===== src/rtl/dds_sample_formatter.sv =====
// Two-stage DDS-to-DAC sample formatter: S1 converts unsigned samples to signed per mode,
// S2 adds a signed DC offset with saturation; valid/ready on both sides, 2-cycle latency, 1 sample/clk.
module dds_sample_formatter #(
  parameter int DATA_W   = 14,
  parameter int SATCNT_W = 16
) (
  input  logic                clk,
  input  logic                rst,
  input  logic [1:0]          mode,
  input  logic [DATA_W-1:0]   dc_offset,
  input  logic [DATA_W-1:0]   in_data,
  input  logic                in_valid,
  output logic                in_ready,
  output logic [DATA_W-1:0]   out_data,
  output logic                out_valid,
  input  logic                out_ready,
  input  logic                sat_clr,
  output logic [SATCNT_W-1:0] sat_cnt
);

  localparam logic [DATA_W-1:0]   SMIN     = {1'b1, {(DATA_W-1){1'b0}}};
  localparam logic [DATA_W-1:0]   SMAX     = {1'b0, {(DATA_W-1){1'b1}}};
  localparam logic [SATCNT_W-1:0] CNT_FULL = {SATCNT_W{1'b1}};

  typedef enum logic [1:0] {
    MODE_PASS   = 2'd0,
    MODE_OFFBIN = 2'd1,
    MODE_FSMIN  = 2'd2,
    MODE_NEG    = 2'd3
  } mode_t;

  logic              adv1;
  logic              adv2;

  logic              s1_valid;
  logic [DATA_W-1:0] s1_c;
  logic [DATA_W-1:0] s1_off;
  logic              s1_sat;

  logic              s2_valid;
  logic [DATA_W-1:0] s2_data;
  logic              s2_sat;

  logic [DATA_W-1:0] conv_c;
  logic              conv_sat;
  logic [DATA_W:0]   sum;
  logic [DATA_W-1:0] clamp_data;
  logic              clamp_hit;
  logic              out_xfer;

  assign adv2      = !s2_valid || out_ready;
  assign adv1      = !s1_valid || adv2;
  assign in_ready  = adv1;
  assign out_valid = s2_valid;
  assign out_data  = s2_data;
  assign out_xfer  = s2_valid && out_ready;

  // Conversion wraps modulo 2^DATA_W; only negating the most negative value needs a clamp.
  always_comb begin
    conv_c   = in_data;
    conv_sat = 1'b0;
    case (mode_t'(mode))
      MODE_PASS:   conv_c = in_data;
      MODE_OFFBIN: conv_c = in_data ^ SMIN;
      MODE_FSMIN:  conv_c = SMAX - in_data;
      MODE_NEG: begin
        if (in_data == SMIN) begin
          conv_c   = SMAX;
          conv_sat = 1'b1;
        end else begin
          conv_c = -in_data;
        end
      end
      default: conv_c = in_data;
    endcase
  end

  // One guard bit is enough: the two top sum bits disagree exactly when the result left range.
  always_comb begin
    sum        = {s1_c[DATA_W-1], s1_c} + {s1_off[DATA_W-1], s1_off};
    clamp_hit  = sum[DATA_W] != sum[DATA_W-1];
    clamp_data = sum[DATA_W-1:0];
    if (clamp_hit) begin
      clamp_data = sum[DATA_W] ? SMIN : SMAX;
    end
  end

  always_ff @(posedge clk or posedge rst) begin
    if (rst) begin
      s1_valid <= 1'b0;
      s1_c     <= '0;
      s1_off   <= '0;
      s1_sat   <= 1'b0;
      s2_valid <= 1'b0;
      s2_data  <= '0;
      s2_sat   <= 1'b0;
      sat_cnt  <= '0;
    end else begin
      if (adv1) begin
        s1_valid <= in_valid;
        if (in_valid) begin
          s1_c   <= conv_c;
          s1_off <= dc_offset;
          s1_sat <= conv_sat;
        end
      end
      if (adv2) begin
        s2_valid <= s1_valid;
        if (s1_valid) begin
          s2_data <= clamp_data;
          s2_sat  <= s1_sat || clamp_hit;
        end
      end
      if (sat_clr) begin
        sat_cnt <= '0;
      end else if (out_xfer && s2_sat && (sat_cnt != CNT_FULL)) begin
        sat_cnt <= sat_cnt + SATCNT_W'(1);
      end
    end
  end

endmodule


===== config.mk =====
export PLATFORM = sky130hd
export DESIGN_NAME = dds_sample_formatter
export DESIGN_NICKNAME = d
export VERILOG_FILES = /design/src/rtl/dds_sample_formatter.sv
export SDC_FILE = /design/constraint.sdc
export NUM_CORES = 1
export LEC_CHECK = 0
export ABC_AREA = 0
export CORE_MARGIN = 4
export CORE_UTILIZATION = 55
export CTS_BUF_LIST = sky130_fd_sc_hd__clkbuf_8
export CTS_CLUSTER_DIAMETER = 150
export DETAILED_ROUTE_END_ITERATION = 8
export PLACE_DENSITY = 0.83
export SLEW_MARGIN = 25
export SYNTH_ARGS = -nofsm -noshare
export SYNTH_HDL_FRONTEND = slang
export SYNTH_SLANG_ARGS = --single-unit
export TNS_END_PERCENT = 50

===== constraint.sdc =====
create_clock -name clk -period 3.25 [get_ports clk]
set_clock_uncertainty 0.15 [all_clocks]
set_input_delay 0.4875 -clock clk [delete_from_list [all_inputs] [get_ports clk]]
set_output_delay 0.4875 -clock clk [all_outputs]
set_load 0.02 [all_outputs]

==> impl_metrics.csv, run 1 <==
group,metric,value,unit
run_status,run_status,"finished, final reports clean",
worst_setup_path,critical_path_peak_fanout,12,
yosys,synth_enable_flop_cells,0,
routing,detailroute.via_count,3245,
sta,slew_headroom,50.9,%
finish,ant_diodes,0,
sta,max_slew.worst_pin.slew,0.736,ns
worst_setup_path,path_buf_inv,1,
finish,fin_nets,526,
routing,detail_route.vias_per_cell,5.84,
die,floorplan.die.width,90.4,um
grt,grt_overflow_total,0,
finish,share_of_cells_above_drive_strength_1,12.3,%
clock_network,cts_made_buffers,9,
clock_network,tritoncts_clock_tree,"done",
yosys,synth_top_cells_by_area,"sky130_fd_sc_hd__dfrtp_1 41%, sky130_fd_sc_hd__ha_1 5.4%, sky130_fd_sc_hd__nand2_1 5.1%, sky130_fd_sc_hd__mux2_2 4.8%, sky130_fd_sc_hd__nor2_1 4.4%",
clock_network,root_buffer,"sky130_fd_sc_hd__clkbuf_8",
yosys,synthDistinctLibCells,55,
worst_setup_path,worstSetupEndpointType,"register",
grt,grt_max_degree,44,
grt,grt_first_pass_wirelength,14700,um
worst_setup_path,start_kind,"register",
routing,final_antenna_net_count,0,
job,drv.max_cap_violation_count,0,
clock_network,clock_tree.buffer_depth,2,
routing,drt-pass1-iter-count,4,
finish,area_growth_syn_to_layout,25.6,%
worst_setup_path,timing.critical_path.slowest_stage_cell,"sky130_fd_sc_hd__fa_1",
worst_setup_path,timing.critical_path.arrival,2.96,ns
yosys,synth-main-ff-cell,"sky130_fd_sc_hd__dfrtp_1",
sta,final_critical_path_setup_slack,0.355,ns
worst_setup_path,cpLargestDelayFamily,"compound AO/OA/AOI/OAI gates",
power,p_leak,1.95,nW
clock_network,holdBufCountCts,0,
yosys,synth_fp_nets,455,
yosys,yosys.area.top_type,"sky130_fd_sc_hd__dfrtp_1",
power,total_power,0.00288,W
worst_setup_path,worstPathCellList,"ha_1 > fa_1 > a211oi_1 > nor2_1 > o21a_1 > o21ai_2 > nor2_2 > a221oi_4 > buf_4 > o22ai_1",
sta,clock.fmax,0.345,GHz
yosys,ys_seq_area_share,41.5,%
yosys,mappedNetlistArea,3740,um2
yosys,syn-mean-instance-area,9.28,um2
routing,routed_wl,8540,um
grt,initial_antenna_violation_count,0,
worst_setup_path,worstSetupPathType,"register to register",
worst_setup_path,cp_data_required_time,3.31,ns
placed_design,place.port_buffers,66,
placed_design,dpl.hpwl,6530,um
sta,grt_setup_unrepaired,"false",
routing,detail_route.drc_violations,0,
die,die-height,90.4,um
clock_network,post-cts-setup-buffer-count,0,
clock_network,cts_htree_levels,3,
yosys,netlist.area_leader.share,41.5,%
sta,layout_min_cycle_time,2.89,ns
routing,routed_wire_length_per_instance,15.4,um
yosys,postSynthRegisterBits,62,
power,ir_worst_vdd,344,uV
worst_setup_path,cp_slowest_stage_delay,0.44,ns
clock_network,clkLatencyLatePin,0.34,ns
die,core_area,6460,um2
yosys,post_synth_inst_count,403,
die,fp-row-count,29,
placed_design,place_ws,0.354,ns
power,power_density,614,nW/um2
grt,first_global_vias,3128,
sta,hold_viol,0,
die,initial_utilization,57.9,%
sta,number_of_pins_exceeding_their_max_slew_limit_in_the_final_report,0,
yosys,synthesis.yosys.warnings,0,
sta,setup_viol,0,
sta,setup-tns-final,0,ns
sta,post_route_fraction_of_the_period_consumed_by_the_critical_path,89.1,%
die,die_area,8180,um2
min_path,holdCritPathClass,"register to register",
finish,layout.cells.non_filler,556,
yosys,asyncSetResetFlopFracSynth,100,%
clock_network,clk_pin_slew,0.07,ns
grt,grt_use_total,21.8,%
finish,final_core_util,72.7,%
placed_design,place.gp.congestion,0.882,
clock_network,clock_tree_sinks,62,
die,num_io_pins,67,
routing,drtIter0Drc,154,
placed_design,placed_insts,540,
clock_network,post_cts_resized,0,
-- metrics by stage --
| stage | hold WS, ns | area, um2 |
|---|---|---|
| 3_3_place_gp | 0.305 | 4480 |
| 2_1_floorplan | 0.289 | 3740 |
| 3_5_place_dp | 0.309 | 4480 |
| 6_report | 0.325 | 4700 |
| 4_1_cts | 0.333 | 4700 |
| 5_1_grt | 0.362 | 4700 |
-- worst paths after layout --
| check | startpoint | endpoint | slack [ns] | cells after the start |
|---|---|---|---|---|
| worst min-delay path | out_data[8] | out_data[8] | 0.33 | 2 |
| worst max-delay path | s1_c[0] | out_data[12] | 0.36 | 10 |
| worst min register to register | out_data[8] | out_data[8] | 0.33 | 2 |
| min in group asynchronous | rst | sat_cnt[12] | 0.43 | 2 |
| worst max register to register | s1_c[0] | out_data[12] | 0.36 | 10 |
| max in group asynchronous | rst | s1_c[13] | 1.90 | 3 |
-- logic make-up after synthesis --
| group | share of synthesized area [%] |
|---|---|
| and+or+nand+nor | 21.3 |
| AOI/OAI and AO/OA | 18.6 |
| DFF | 41.5 |
| xor gates and xnor gates | 5.39 |
| buffers and inverters | 2.51 |
| adders and majority gates | 5.89 |
| muxes | 4.82 |
-- metal layers --
metal | track usage (%) | vias up | wire length [um]
met5 | 0 | - | 0
met2 | 35.9 | 84 | 4160
met1 | 29.2 | 1551 | 3890
met3 | 5.50 | 11 | 406
met4 | 4.59 | 0 | 85
li1 | - | 1599 | -
-- flip-flops by register name, indices dropped and copies added (netlist names) --
register	cells
s2_sat	1
s1_sat	1
s1_c	14
s1_valid	1
sat_cnt	16
out_data	14
out_valid	1
s1_off	14
-- final cells by class --
class                      instances  area (um2)
tap                               77        96.3
clock inverter                     6        77.6
timing repair buffer              73         713
sequential                        62        1550
multi-input combinational        321        2090
clock buffer                      10         138
fill                             501        1760
inverter                           7        27.5
-- placed cells by master (no fill, tap or decap), types with 8 or more instances in the layout --
cell / synthesis / layout
sky130_fd_sc_hd__clkbuf_8: 0 / 10
sky130_fd_sc_hd__nand4_1: 9 / 9
sky130_fd_sc_hd__o22ai_1: 10 / 10
sky130_fd_sc_hd__xor2_1: 15 / 15
sky130_fd_sc_hd__ha_1: 16 / 16
sky130_fd_sc_hd__inv_1: 7 / 8
sky130_fd_sc_hd__o21ai_0: 30 / 30
sky130_fd_sc_hd__o21a_1: 9 / 9
sky130_fd_sc_hd__nand2_1: 51 / 51
sky130_fd_sc_hd__a21oi_2: 10 / 10
sky130_fd_sc_hd__a21oi_1: 15 / 15
sky130_fd_sc_hd__mux2_2: 16 / 16
sky130_fd_sc_hd__nor2_1: 44 / 44
sky130_fd_sc_hd__nand3_1: 17 / 17
sky130_fd_sc_hd__dfrtp_1: 62 / 62
sky130_fd_sc_hd__xnor2_1: 8 / 8
sky130_fd_sc_hd__clkdlybuf4s50_1: 0 / 66
-- power breakdown --
part | switching, W | internal [W] | leakage [nW]
Sequential | 0.0000875 | 0.000917 | 0.757
Combinational | 0.000635 | 0.000512 | 1.08
Clock | 0.000288 | 0.000444 | 0.119
-- cells in the mapped netlist (3+ instances only) --
library cell and number:
sky130_fd_sc_hd__dfrtp_1 62, sky130_fd_sc_hd__clkbuf_1 8, sky130_fd_sc_hd__nand3b_1 4, sky130_fd_sc_hd__a21oi_2 10
sky130_fd_sc_hd__o21a_1 9, sky130_fd_sc_hd__nand3_1 17, sky130_fd_sc_hd__xor2_1 15, sky130_fd_sc_hd__a211oi_1 3
sky130_fd_sc_hd__a21o_1 3, sky130_fd_sc_hd__ha_1 16, sky130_fd_sc_hd__nor4_1 3, sky130_fd_sc_hd__nand2_1 51
sky130_fd_sc_hd__nand2b_1 5, sky130_fd_sc_hd__nor2_1 44, sky130_fd_sc_hd__or3_1 6, sky130_fd_sc_hd__and3_1 3
sky130_fd_sc_hd__xnor2_1 8, sky130_fd_sc_hd__inv_1 7, sky130_fd_sc_hd__nand4_1 9, sky130_fd_sc_hd__o22ai_1 10
sky130_fd_sc_hd__nor3_1 5, sky130_fd_sc_hd__mux2_2 16, sky130_fd_sc_hd__o21ai_0 30, sky130_fd_sc_hd__a31oi_1 4
sky130_fd_sc_hd__a21oi_1 15
-- worst register-to-register path, delay by kind of cell, from the launching register on --
family / cells / cell delay, ns
buffers and inverters: 1 / 0.26
AOI/OAI and AO/OA: 5 / 1.09
adders and majority gates: 2 / 0.70
DFF: 1 / 0.39
and+or+nand+nor: 2 / 0.21
Power figures use the tool's default switching activity.
==> run 2: changes to the inputs <==
Settings changed: SLEW_MARGIN 25 to 20.
==> run 2 against run 1 <==
Largest cell class unchanged. Count of clock-buffer cells in the layout is the same. Largest power group unchanged. Critical path type unchanged. Sequential power barely moved. Sequential share of layout area about the same.
==> impl_metrics.csv, run 2 (same netlist as run 1, synthesis figures left out) <==
group,metric,value,unit
finish,most_frequent_standard_cell_in_the_layout_excluding_fill_and_tap_cells,"sky130_fd_sc_hd__clkdlybuf4s50_1",
clock_network,post_cts_resized,0,
finish,fin_nets,526,
finish,largest_register_ffs,16,
grt,first_global_vias,3128,
min_path,timing.hold.worst_path_depth,2,
sta,max_slew.worst_pin.slew,0.876,ns
sta,slew_headroom,41.5,%
finish,final_cell_mix,"66 x sky130_fd_sc_hd__clkdlybuf4s50_1, 62 x sky130_fd_sc_hd__dfrtp_1, 51 x sky130_fd_sc_hd__nand2_1",
clock_network,clock_tree.buffer_depth,2,
routing,detail_route.vias_per_cell,5.85,
power,power_report.internal_total,0.00187,W
routing,routed_wl,8530,um
grt,grt_overflow_total,0,
power,p_leak,1.95,nW
die,fp-row-count,29,
power,share_of_power_burned_in_the_clock_network,25.4,%
sta,hold_viol,0,
die,die_area,8180,um2
worst_setup_path,cp_data_required_time,3.31,ns
die,initial_utilization,57.9,%
clock_network,cts_htree_levels,3,
die,num_io_pins,67,
finish,share_of_cells_above_drive_strength_1,12.3,%
clock_network,clkLatencyLatePin,0.34,ns
routing,detail_route.drc_violations,0,
clock_network,post-cts-setup-buffer-count,0,
placed_design,dpl.hpwl,6530,um
grt,grt_use_total,21.8,%
routing,routed_wire_length_per_instance,15.3,um
placed_design,place.gp.congestion,0.882,
clock_network,clk_pin_slew,0.07,ns
routing,detailroute.via_count,3252,
power,ir_worst_vdd,344,uV
finish,final.fill_count,502,
placed_design,place_ws,0.354,ns
clock_network,clock_tree_sinks,62,
power,power_switching_share,35.1,%
sta,setup_viol,0,
worst_setup_path,worstSetupPathType,"register to register",
worst_setup_path,timing.critical_path.arrival,2.96,ns
clock_network,tritoncts_clock_tree,"done",
die,core_area,6460,um2
worst_setup_path,ff2ff_path_depth,10,
grt,grt_first_pass_wirelength,14700,um
grt,initial_antenna_violation_count,0,
power,pwr-share-seq,34.8,%
worst_setup_path,worstSetupEndpointType,"register",
finish,reg_with_most_ffs,"sat_cnt",
sta,layout_min_cycle_time,2.90,ns
power,p_switching,0.00101,W
clock_network,cts_made_buffers,9,
grt,grt_max_degree,44,
finish,area_growth_syn_to_layout,25.6,%
run_status,run_status,"finished, final reports clean",
die,die-height,90.4,um
min_path,holdCritPathClass,"register to register",
routing,final_antenna_net_count,0,
power,pwr-share-comb,39.8,%
sta,clock.fmax,0.345,GHz
worst_setup_path,start_kind,"register",
routing,drt-pass1-iter-count,4,
sta,number_of_pins_exceeding_their_max_slew_limit_in_the_final_report,0,
die,floorplan.die.width,90.4,um
finish,final_core_util,72.7,%
sta,final_critical_path_setup_slack,0.352,ns
clock_network,holdBufCountCts,0,
routing,drtIter0Drc,154,
job,drv.max_cap_violation_count,0,
power,power_density,614,nW/um2
sta,post_route_fraction_of_the_period_consumed_by_the_critical_path,89.2,%
sta,setup-tns-final,0,ns
worst_setup_path,critical_path_peak_fanout,12,
placed_design,place.port_buffers,66,
finish,ant_diodes,0,
clock_network,root_buffer,"sky130_fd_sc_hd__clkbuf_8",
sta,grt_setup_unrepaired,"false",
power,total_power,0.00288,W
run 2: changes by cell type in the layout (fill, tap and decap cells not counted), sizes merged:
cell    change
clkinv      -1
inv         +1
run 2: critical path, cell delays in order, from the launching register on:
cell and delay [ns]:
sky130_fd_sc_hd__dfrtp_1 0.39, sky130_fd_sc_hd__ha_1 0.26, sky130_fd_sc_hd__fa_1 0.44, sky130_fd_sc_hd__a211oi_1 0.25, sky130_fd_sc_hd__nor2_1 0.13, sky130_fd_sc_hd__o21a_1 0.23, sky130_fd_sc_hd__o21ai_2 0.25, sky130_fd_sc_hd__nor2_2 0.08
sky130_fd_sc_hd__a221oi_4 0.22, sky130_fd_sc_hd__buf_4 0.26, sky130_fd_sc_hd__o22ai_1 0.12
run 2: final cells by class:
cell class	count	area [um2]	share of cell area (%)
tap	77	96.3	2.05
timing repair buffer	73	713	15.2
clock inverter	6	77.6	1.65
sequential	62	1550	33.0
inverter	7	26.3	0.560
multi-input combinational	321	2090	44.6
clock buffer	10	138	2.93
run 2: per-layer routing:
layer	vias to the layer above	global-route usage [%]	share of wire (%)
met2	84	35.9	49
met4	0	4.59	0.87
met5	-	0	0
met1	1564	29.2	46
li1	1596	-	-
met3	8	5.50	4.3
run 2: per-stage QoR:
step,instance area (um2),hold slack [ns],std cells
after detailed placement,4480,0.309,540
after global routing,4700,0.362,556
after CTS,4700,0.333,556
final,4700,0.325,556
after floorplan,3740,0.289,403
after global placement,4480,0.305,540
run 2: power groups by stage:
stage	Sequential, W	Combinational (W)	Clock, W
3_3_place_gp	0.00101	0.00110	0
5_1_grt	0.00102	0.00125	0.000790
3_5_place_dp	0.00102	0.00113	0
2_1_floorplan	0.00111	0.000665	0
6_report	0.00100	0.00115	0.000733
4_1_cts	0.00101	0.00115	0.000745
run 2: path summary, 6_finish.rpt:
check / start / end / slack [ns]
max: s1_c[0] / out_data[12] / 0.35
min: out_data[8] / out_data[8] / 0.33
max reg2reg: s1_c[0] / out_data[12] / 0.35
min reg2reg: out_data[8] / out_data[8] / 0.33
max in group asynchronous: rst / s1_c[13] / 1.76
min in group asynchronous: rst / sat_cnt[14] / 0.51
